==> src/rtl/fifo_drain_ctrl_if.sv <==
// Bundles the FIFO read side and the downstream write side of the drain controller.
// master = controller; slave = FIFO/downstream environment.
interface fifo_drain_ctrl_if #(
    parameter int LINE_SIZE = 12
);
    logic                 fifo_push;
    logic [LINE_SIZE-1:0] fifo_data_out;
    logic                 fifo_pop;
    logic                 dn_almost_full;
    logic                 dn_push;
    logic [LINE_SIZE-1:0] dn_data;

    modport master (
        input  fifo_push,
        input  fifo_data_out,
        input  dn_almost_full,
        output fifo_pop,
        output dn_push,
        output dn_data
    );

    modport slave (
        output fifo_push,
        output fifo_data_out,
        output dn_almost_full,
        input  fifo_pop,
        input  dn_push,
        input  dn_data
    );
endinterface

==> src/rtl/fifo_drain_ctrl.sv <==
// Read-side drain controller: tracks FIFO occupancy and forwards popped words downstream.
// Latency: pop in t, data sampled end of t+1, dn_push/dn_data in t+2; one word per cycle.
// Backpressure: dn_almost_full stops new pops at once; words already popped still drain.
module fifo_drain_ctrl #(
    parameter int LINE_SIZE    = 12,
    parameter int DEPTH        = 8,
    parameter int CNT_SIZE     = 4,
    parameter int MAX_INFLIGHT = 2
) (
    input  logic                clk,
    input  logic                reset,
    input  logic                enable,
    fifo_drain_ctrl_if.master   bus,
    output logic [CNT_SIZE-1:0] occupancy,
    output logic                idle,
    output logic                overflow_err
);
    typedef enum logic [1:0] {
        IDLE  = 2'd0,
        DRAIN = 2'd1,
        STALL = 2'd2
    } state_t;

    localparam logic [CNT_SIZE-1:0] DEPTH_C  = CNT_SIZE'(DEPTH);
    localparam logic [1:0]          MAX_IF_C = 2'(MAX_INFLIGHT);

    state_t               state;
    logic                 s1_vld;
    logic                 dn_push_q;
    logic [LINE_SIZE-1:0] dn_data_q;
    logic [CNT_SIZE-1:0]  occ_nxt;
    logic [1:0]           inflight;
    logic                 pop;

    // Only the read-latency stage counts as in flight; the word on dn_push is already forwarded.
    assign inflight = {1'b0, s1_vld};

    assign pop = (state == DRAIN) && (occupancy != '0) && !bus.dn_almost_full
                 && (inflight < MAX_IF_C);

    assign bus.fifo_pop = pop;
    assign bus.dn_push  = dn_push_q && !reset;
    assign bus.dn_data  = dn_data_q;
    assign idle         = (state == IDLE) && !s1_vld && !dn_push_q;

    always_comb begin
        occ_nxt = occupancy;
        if (bus.fifo_push && !pop) begin
            if (occupancy != DEPTH_C) begin
                occ_nxt = occupancy + 1'b1;
            end
        end else if (!bus.fifo_push && pop) begin
            occ_nxt = occupancy - 1'b1;
        end
    end

    always_ff @(posedge clk) begin
        if (reset) begin
            state        <= IDLE;
            occupancy    <= '0;
            overflow_err <= 1'b0;
            s1_vld       <= 1'b0;
            dn_push_q    <= 1'b0;
            dn_data_q    <= '0;
        end else begin
            occupancy <= occ_nxt;
            if (bus.fifo_push && !pop && (occupancy == DEPTH_C)) begin
                overflow_err <= 1'b1;
            end

            s1_vld    <= pop;
            dn_push_q <= s1_vld;
            if (s1_vld) begin
                dn_data_q <= bus.fifo_data_out;
            end

            // IDLE looks at next occupancy so a pop can follow a push by one cycle.
            case (state)
                IDLE: begin
                    if (enable && (occ_nxt != '0)) begin
                        state <= DRAIN;
                    end
                end
                DRAIN: begin
                    if (bus.dn_almost_full || !enable) begin
                        state <= STALL;
                    end else if ((occ_nxt == '0) && !s1_vld && !pop) begin
                        state <= IDLE;
                    end
                end
                STALL: begin
                    if (!bus.dn_almost_full && enable) begin
                        state <= DRAIN;
                    end
                end
                default: state <= IDLE;
            endcase
        end
    end
endmodule
==> src/flat_wrapper.sv <==
// flat-port wrapper written by rule: the top's interface ports become plain ports
module fifo_drain_ctrl_flat 
#(
    parameter int LINE_SIZE    = 12,
    parameter int DEPTH        = 8,
    parameter int CNT_SIZE     = 4,
    parameter int MAX_INFLIGHT = 2
)
  (clk, reset, enable, occupancy, idle, overflow_err, bus_fifo_push, bus_fifo_data_out, bus_dn_almost_full, bus_fifo_pop, bus_dn_push, bus_dn_data);
  fifo_drain_ctrl_if #(.LINE_SIZE(LINE_SIZE)) bus_i ();
  input  logic clk;
  input  logic reset;
  input  logic enable;
  output logic [CNT_SIZE-1:0] occupancy;
  output logic idle;
  output logic overflow_err;
  input wire logic [$bits(bus_i.fifo_push)-1:0] bus_fifo_push;
  input wire logic [$bits(bus_i.fifo_data_out)-1:0] bus_fifo_data_out;
  input wire logic [$bits(bus_i.dn_almost_full)-1:0] bus_dn_almost_full;
  output wire logic [$bits(bus_i.fifo_pop)-1:0] bus_fifo_pop;
  output wire logic [$bits(bus_i.dn_push)-1:0] bus_dn_push;
  output wire logic [$bits(bus_i.dn_data)-1:0] bus_dn_data;
  assign bus_i.fifo_push = bus_fifo_push;
  assign bus_i.fifo_data_out = bus_fifo_data_out;
  assign bus_i.dn_almost_full = bus_dn_almost_full;
  assign bus_fifo_pop = bus_i.fifo_pop;
  assign bus_dn_push = bus_i.dn_push;
  assign bus_dn_data = bus_i.dn_data;
  fifo_drain_ctrl #(.LINE_SIZE(LINE_SIZE), .DEPTH(DEPTH), .CNT_SIZE(CNT_SIZE), .MAX_INFLIGHT(MAX_INFLIGHT)) u_core (.clk(clk), .reset(reset), .enable(enable), .bus(bus_i), .occupancy(occupancy), .idle(idle), .overflow_err(overflow_err));
endmodule
==> config.mk <==
export PLATFORM = sky130hd
export DESIGN_NAME = fifo_drain_ctrl_flat
export DESIGN_NICKNAME = d
export VERILOG_FILES = /design/src/rtl/fifo_drain_ctrl_if.sv /design/src/rtl/fifo_drain_ctrl.sv /design/src/flat_wrapper.sv
export SDC_FILE = /design/constraint.sdc
export NUM_CORES = 1
export LEC_CHECK = 0
export ABC_AREA = 1
export BUFFER_PORTS_ARGS = -buffer_cell sky130_fd_sc_hd__buf_2
export CORE_MARGIN = 1.5
export CORE_UTILIZATION = 36
export CTS_CLUSTER_DIAMETER = 200
export CTS_CLUSTER_SIZE = 20
export DETAILED_ROUTE_END_ITERATION = 8
export PLACE_DENSITY = 0.75
export SLEW_MARGIN = 25
export SYNTH_ARGS = -nofsm -noshare
export SYNTH_HDL_FRONTEND = slang
export SYNTH_SLANG_ARGS = --single-unit
==> constraint.sdc <==
create_clock -name clk -period 1.65 [get_ports clk]
set_clock_uncertainty 0.15 [all_clocks]
set_input_delay 0.4125 -clock clk [delete_from_list [all_inputs] [get_ports clk]]
set_output_delay 0.4125 -clock clk [all_outputs]
set_load 0.03 [all_outputs]
==> impl_metrics.json, run 1 <==
{
  "synth.top_cell.area_share_pct": 41.5,
  "min_path_cells": 3,
  "setup_slack_ps": -160,
  "switching_share_pct": 31.6,
  "maxSlewViolCount": 0,
  "cts.htree.levels": 1,
  "cts_buffers": 3,
  "yosys.area_share.xor_xnor_pct": 1.73,
  "drive_above_1_share_pct": 48.8,
  "critPathKind": "flop to flop",
  "synth_compound_area_share_pct": 10.6,
  "antenna_found_initial": 0,
  "dieArea_um2": 3140,
  "clock_path_buffers": 2,
  "hold_path.class": "primary input to flop",
  "postLayoutCoreUtil_pct": 56.9,
  "relSlewSlack_pct": 74.8,
  "totalWireLength_um": 2610,
  "postRouteAntennaNets": 0,
  "finalHoldViolations": 0,
  "synth-seq-cells": 21,
  "synth_top_area_cell": "dfxtp_1",
  "dpl.cell_count": 218,
  "grt_setup_unrepaired": "true",
  "initial_utilization_pct": 37.3,
  "place_congestion": 0.875,
  "n_fill_cell": 266,
  "drt-pass1-iter-count": 4,
  "timing.fmax_mhz": 553,
  "crit_path_start_kind": "flop",
  "ys_seq_area_share_pct": 41.5,
  "grt_max_degree": 15,
  "n_antenna_cell": 0,
  "rows": 19,
  "cts.sinks": 21,
  "syn_avg_cell_area_um2": 7.28,
  "die_w_um": 56.0,
  "whs_endpoint": "u_core.bus.dn_data[10]",
  "yosysWarnings": 0,
  "io_pins": 37,
  "grt_pass1_wl_um": 4260,
  "synth_nets": 158,
  "gr-total-overflow": 0,
  "vias": 1095,
  "p_leak_nw": 0.817,
  "drc": 0,
  "dpl.hpwl_um": 1740,
  "min_period_ps": 1810,
  "reg2reg_depth": 13,
  "synth_cell_types": 27,
  "crit_fanout": 6,
  "layout_commonest_cell": "nor2_1",
  "ctsHoldBuffers": 0,
  "synth_area_um2": 1010,
  "syn2layout_area_growth_pct": 52.3,
  "clock_latency_ps": 300,
  "post-route-period-util_pct": 110,
  "combPwrFrac_pct": 33.7,
  "maxCapViolCount": 0,
  "postSynthCellCount": 139,
  "nNetsFinal": 221,
  "power_mw": 1.19,
  "power.density_nw_per_um2": 775,
  "synth_top_family_by_area": "simple AND/OR/NAND/NOR gates",
  "cts-root-buf": "clkbuf_4",
  "tns_ps": -439,
  "grt_pass1_vias": 1043,
  "irDropWorstVdd_mv": 0.547,
  "arrival_ps": 1870,
  "crit_path_end_kind": "flop",
  "grtUsageTotal_pct": 17.0,
  "power_frac_clock_pct": 20.4,
  "core_um2": 2710,
  "seqPwrFrac_pct": 45.8,
  "drt_iter0_markers": 22,
  "status": "finished, violations left",
  "yosys.area_share.simple_pct": 36.2,
  "violations": "setup timing",
  "tritoncts": "built",
  "tightestPinTransition_ps": 378,
  "r2r_start": "u_core.occupancy[0]",
  "synth_adder_area_share_pct": 2.47,
  "r2r_slack_ps": -160,
  "p_int_mw": 0.817,
  "r2r_end": "u_core.state[0]",
  "die_h_um": 56.0,
  "switching_power_mw": 0.377,
  "viasPerCell": 4.72,
  "avgRoutedWirePerCell_um": 11.2,
  "clk_pin_slew_ps": 110,
  "required_ps": 1710,
  "hp-start": "bus_fifo_data_out[10]",
  "final_cell_mix": "34 x nor2_1, 33 x buf_2, 23 x buf_4",
  "fin_cells": 232,
  "setup_violations": 3,
  "synthTopCellsByArea": "dfxtp_1 42%, nor2_1 13%, o21ai_0 5.9%",
  "port_buffers": 36,
  "synthMuxAreaShare_pct": 0
}
worst max-delay path by stage:
stage	startpoint	to	slack (ps)
after floorplan	u_core.occupancy[0]	u_core.state[0]	-20
after global placement	bus_dn_almost_full	u_core.state[0]	-60
after detailed placement	bus_dn_almost_full	u_core.state[0]	-90
after CTS	u_core.state[0]	idle	-150
after global routing	u_core.occupancy[0]	u_core.state[0]	-320
final	u_core.occupancy[0]	u_core.state[0]	-160
flip-flops by register name, indices dropped and copies added (netlist names):
register and cells:
u_core.bus.dn_data 12, u_core.dn_push_q 1, u_core.occupancy 4, u_core.overflow_err 1, u_core.s1_vld 1, u_core.state 2
cell type report:
type / count / area (µm²) / area share (%)
sequential: 21 / 434 / 28.2
timing repair buffer: 62 / 410 / 26.6
inverter: 16 / 63.8 / 4.14
tap: 31 / 38.8 / 2.52
multi-input combinational: 98 / 567 / 36.8
clock buffer: 3 / 22.5 / 1.46
clock inverter: 1 / 5.00 / 0.325
critical path: stages (launching register included):
cell and delay (ps):
dfxtp_4 370, inv_4 60, ha_4 150, nand3_4 90, buf_12 140, nand3_4 80
nor2_1 50, nand3b_1 180, nor2_2 140, nand3_1 90, nand2_1 70, nand2_1 40
nand2_1 50, nor2_1 40
stage by stage:
stage	hold WS, ps	instance area (µm²)	setup slack (ps)
after floorplan	390	1060	-17.6
after global placement	287	1380	-58.7
after detailed placement	290	1380	-91.3
after CTS	161	1520	-150
after global routing	166	1540	-317
final	169	1540	-160
what timing repair did:
action,CTS,global route
buffers inserted,10,2
gates resized for setup,11,7
endpoints found under the setup margin,3,6
pin swaps,8,5
cell usage after synthesis, drive strengths merged:
master   count
nand4        1
nor4         1
nand2       18
clkbuf       3
nor2        39
o31ai        1
inv         15
or2          1
nor3         2
ha           2
nand3       11
buf          1
o2bb2ai      1
a21oi        5
xor2         2
nand3b       1
a31oi        1
o21ai       12
dfxtp       21
clkinv       1
power by group through the flow:
stage | registers, mW | clock network (mW) | logic [mW]
2_1_floorplan | 0.591 | 0 | 0.170
3_3_place_gp | 0.556 | 0 | 0.318
3_5_place_dp | 0.557 | 0 | 0.321
4_1_cts | 0.547 | 0.260 | 0.396
5_1_grt | 0.550 | 0.276 | 0.438
6_report | 0.547 | 0.244 | 0.403
layer usage:
layer	share of wire (%)	GRT usage [%]	up-vias
li1	-	-	567
met1	45	20.4	489
met2	49	29.6	32
met3	4.6	3.26	7
met4	1.9	7.14	0
met5	0	0	-
cells by family (layout without fill, tap and decap cells):
kind of cell	Yosys count	in the layout
adders and majority gates	2	2
xor gates and xnor gates	2	2
AOI/OAI and AO/OA	20	20
and+or+nand+nor	74	74
DFF	21	21
buffers and inverters	20	82
No activity file was read; power rests on OpenSTA's default activity.
==> run 2, diff against run 1 <==
--- a/config.mk
+++ b/config.mk
@@ -12,7 +12,9 @@
 export CTS_CLUSTER_DIAMETER = 200
 export CTS_CLUSTER_SIZE = 20
 export DETAILED_ROUTE_END_ITERATION = 8
+export GPL_TIMING_DRIVEN = 0
 export PLACE_DENSITY = 0.75
+export SETUP_SLACK_MARGIN = 0.15
 export SLEW_MARGIN = 25
 export SYNTH_ARGS = -nofsm -noshare
 export SYNTH_HDL_FRONTEND = slang
==> impl_metrics.json, run 2 (synthesis results as in run 1) <==
{
  "clock_latency_ps": 300,
  "n_fill_cell": 271,
  "maxSlewViolCount": 0,
  "p_leak_nw": 0.777,
  "drt_iter0_markers": 17,
  "vias": 1040,
  "grt_max_degree": 12,
  "syn2layout_area_growth_pct": 50.1,
  "nNetsFinal": 210,
  "final_cell_mix": "33 x nor2_1, 29 x buf_2, 13 x nand2_1, 13 x dfxtp_1, 12 x o21ai_0",
  "crit_path_start": "u_core.occupancy[1]",
  "hp-start": "bus_fifo_data_out[2]",
  "cts_buffers": 3,
  "rows": 19,
  "hold_path.class": "primary input to flop",
  "drive_above_1_share_pct": 46.3,
  "clk_pin_slew_ps": 110,
  "core_um2": 2710,
  "maxCapViolCount": 0,
  "avgRoutedWirePerCell_um": 11.6,
  "tritoncts": "built",
  "status": "finished, violations left",
  "clock_path_buffers": 2,
  "r2r_start": "u_core.occupancy[1]",
  "grt.met2_usage_pct": 29.9,
  "dpl.hpwl_um": 1660,
  "critPathKind": "flop to flop",
  "irDropWorstVdd_mv": 0.485,
  "switching_share_pct": 32.1,
  "relSlewSlack_pct": 73.5,
  "seq_area_um2": 440,
  "postLayoutCoreUtil_pct": 56.0,
  "io_pins": 37,
  "seqPwrFrac_pct": 47.8,
  "post_dp_cell_area_um2": 1270,
  "tightestPinTransition_ps": 394,
  "grt_most_used_layer": "met2",
  "port_buffers": 35,
  "cts-root-buf": "clkbuf_4",
  "largest_reg_flops": 12,
  "min_period_ps": 1830,
  "totalWireLength_um": 2560,
  "grt_pass1_vias": 1035,
  "drt-pass1-iter-count": 4,
  "die_h_um": 56.0,
  "power_mw": 1.16,
  "grtUsageMet1_pct": 21.0,
  "required_ps": 1710,
  "switching_power_mw": 0.371,
  "crit_path_end_kind": "flop",
  "power_frac_clock_pct": 21.5,
  "finalInstanceArea_um2": 1520,
  "dieArea_um2": 3140,
  "dpl.cell_count": 205,
  "place_congestion": 0.748,
  "violations": "setup timing",
  "crit_fanout": 6,
  "post-route-period-util_pct": 111,
  "gr-total-overflow": 0,
  "grtUsageTotal_pct": 17.5,
  "cts.sinks": 21,
  "grt_setup_unrepaired": "true",
  "grt_pass1_wl_um": 4340,
  "arrival_ps": 1890,
  "crit_path_start_kind": "flop",
  "initial_utilization_pct": 37.3,
  "multi_input_area_um2": 581,
  "finalHoldViolations": 0,
  "drc": 0,
  "postRouteAntennaNets": 0,
  "viasPerCell": 4.71,
  "layout_commonest_cell": "nor2_1",
  "power.density_nw_per_um2": 762,
  "p_int_mw": 0.786,
  "grt_use_met3_pct": 3.72,
  "timing.fmax_mhz": 546,
  "antenna_found_initial": 0,
  "n_antenna_cell": 0,
  "tns_ps": -483,
  "die_w_um": 56.0,
  "setup_violations": 3,
  "fin_cells": 221,
  "combPwrFrac_pct": 30.7,
  "setup_slack_ps": -183,
  "ctsHoldBuffers": 0,
  "cts.htree.levels": 1
}
[run 2: final timing paths]
check,to,slack [ps],depth (start not counted)
setup / recovery,u_core.state[0],-180,15
hold / removal,u_core.bus.dn_data[2],170,3
setup reg to reg,u_core.state[0],-180,15
hold reg to reg,u_core.overflow_err,310,2
[run 2: area by class of cell]
type / instances / share of cell area (%)
multi-input cells: 98 / 38.2
flip-flops and latches: 21 / 29.0
repair buffers: 47 / 21.5
inverters: 16 / 4.45
plain buffers: 4 / 2.55
well taps: 31 / 2.55
clock buffers: 4 / 1.73
[run 2: per-stage QoR]
| stage | worst slack, ps | hold slack (ps) |
|---|---|---|
| after floorplan | -17.6 | 390 |
| after global placement | -129 | 288 |
| after detailed placement | -149 | 304 |
| after CTS | -162 | 163 |
| after global routing | -296 | 154 |
| final | -183 | 172 |
[run 2: worst max-delay path, stage by stage (launching register included)]
cell and delay (ps):
dfxtp_4 380, inv_2 40, ha_4 160, nand3_4 80
buf_6 120, nand3_4 120, inv_4 80, nand2_2 50
nand2_2 90, nand3_2 70, nor2_2 130, nand3_1 70
nand2_1 60, nand2_1 50, nand2_1 50, nor2_1 40
[run 2: per-layer routing]
layer  routed length (µm)  vias to the layer above
met2                 1200                       36
met1                 1190                      455
met5                    0                        -
met4                   41                        0
met3                  126                        5
li1                     -                      544
[run 2: repair_timing]
item	CTS	global route
resized for setup	29	11
pin swaps	3	7
buffers inserted	11	1
endpoints found under the setup margin	6	13
[run 2: power groups by stage]
stage          Combinational, mW  Clock (mW)  Sequential (mW)
2_1_floorplan              0.170           0            0.591
3_3_place_gp               0.260           0            0.567
3_5_place_dp               0.264           0            0.566
4_1_cts                    0.343       0.260            0.551
5_1_grt                    0.386       0.294            0.557
6_report                   0.356       0.248            0.553
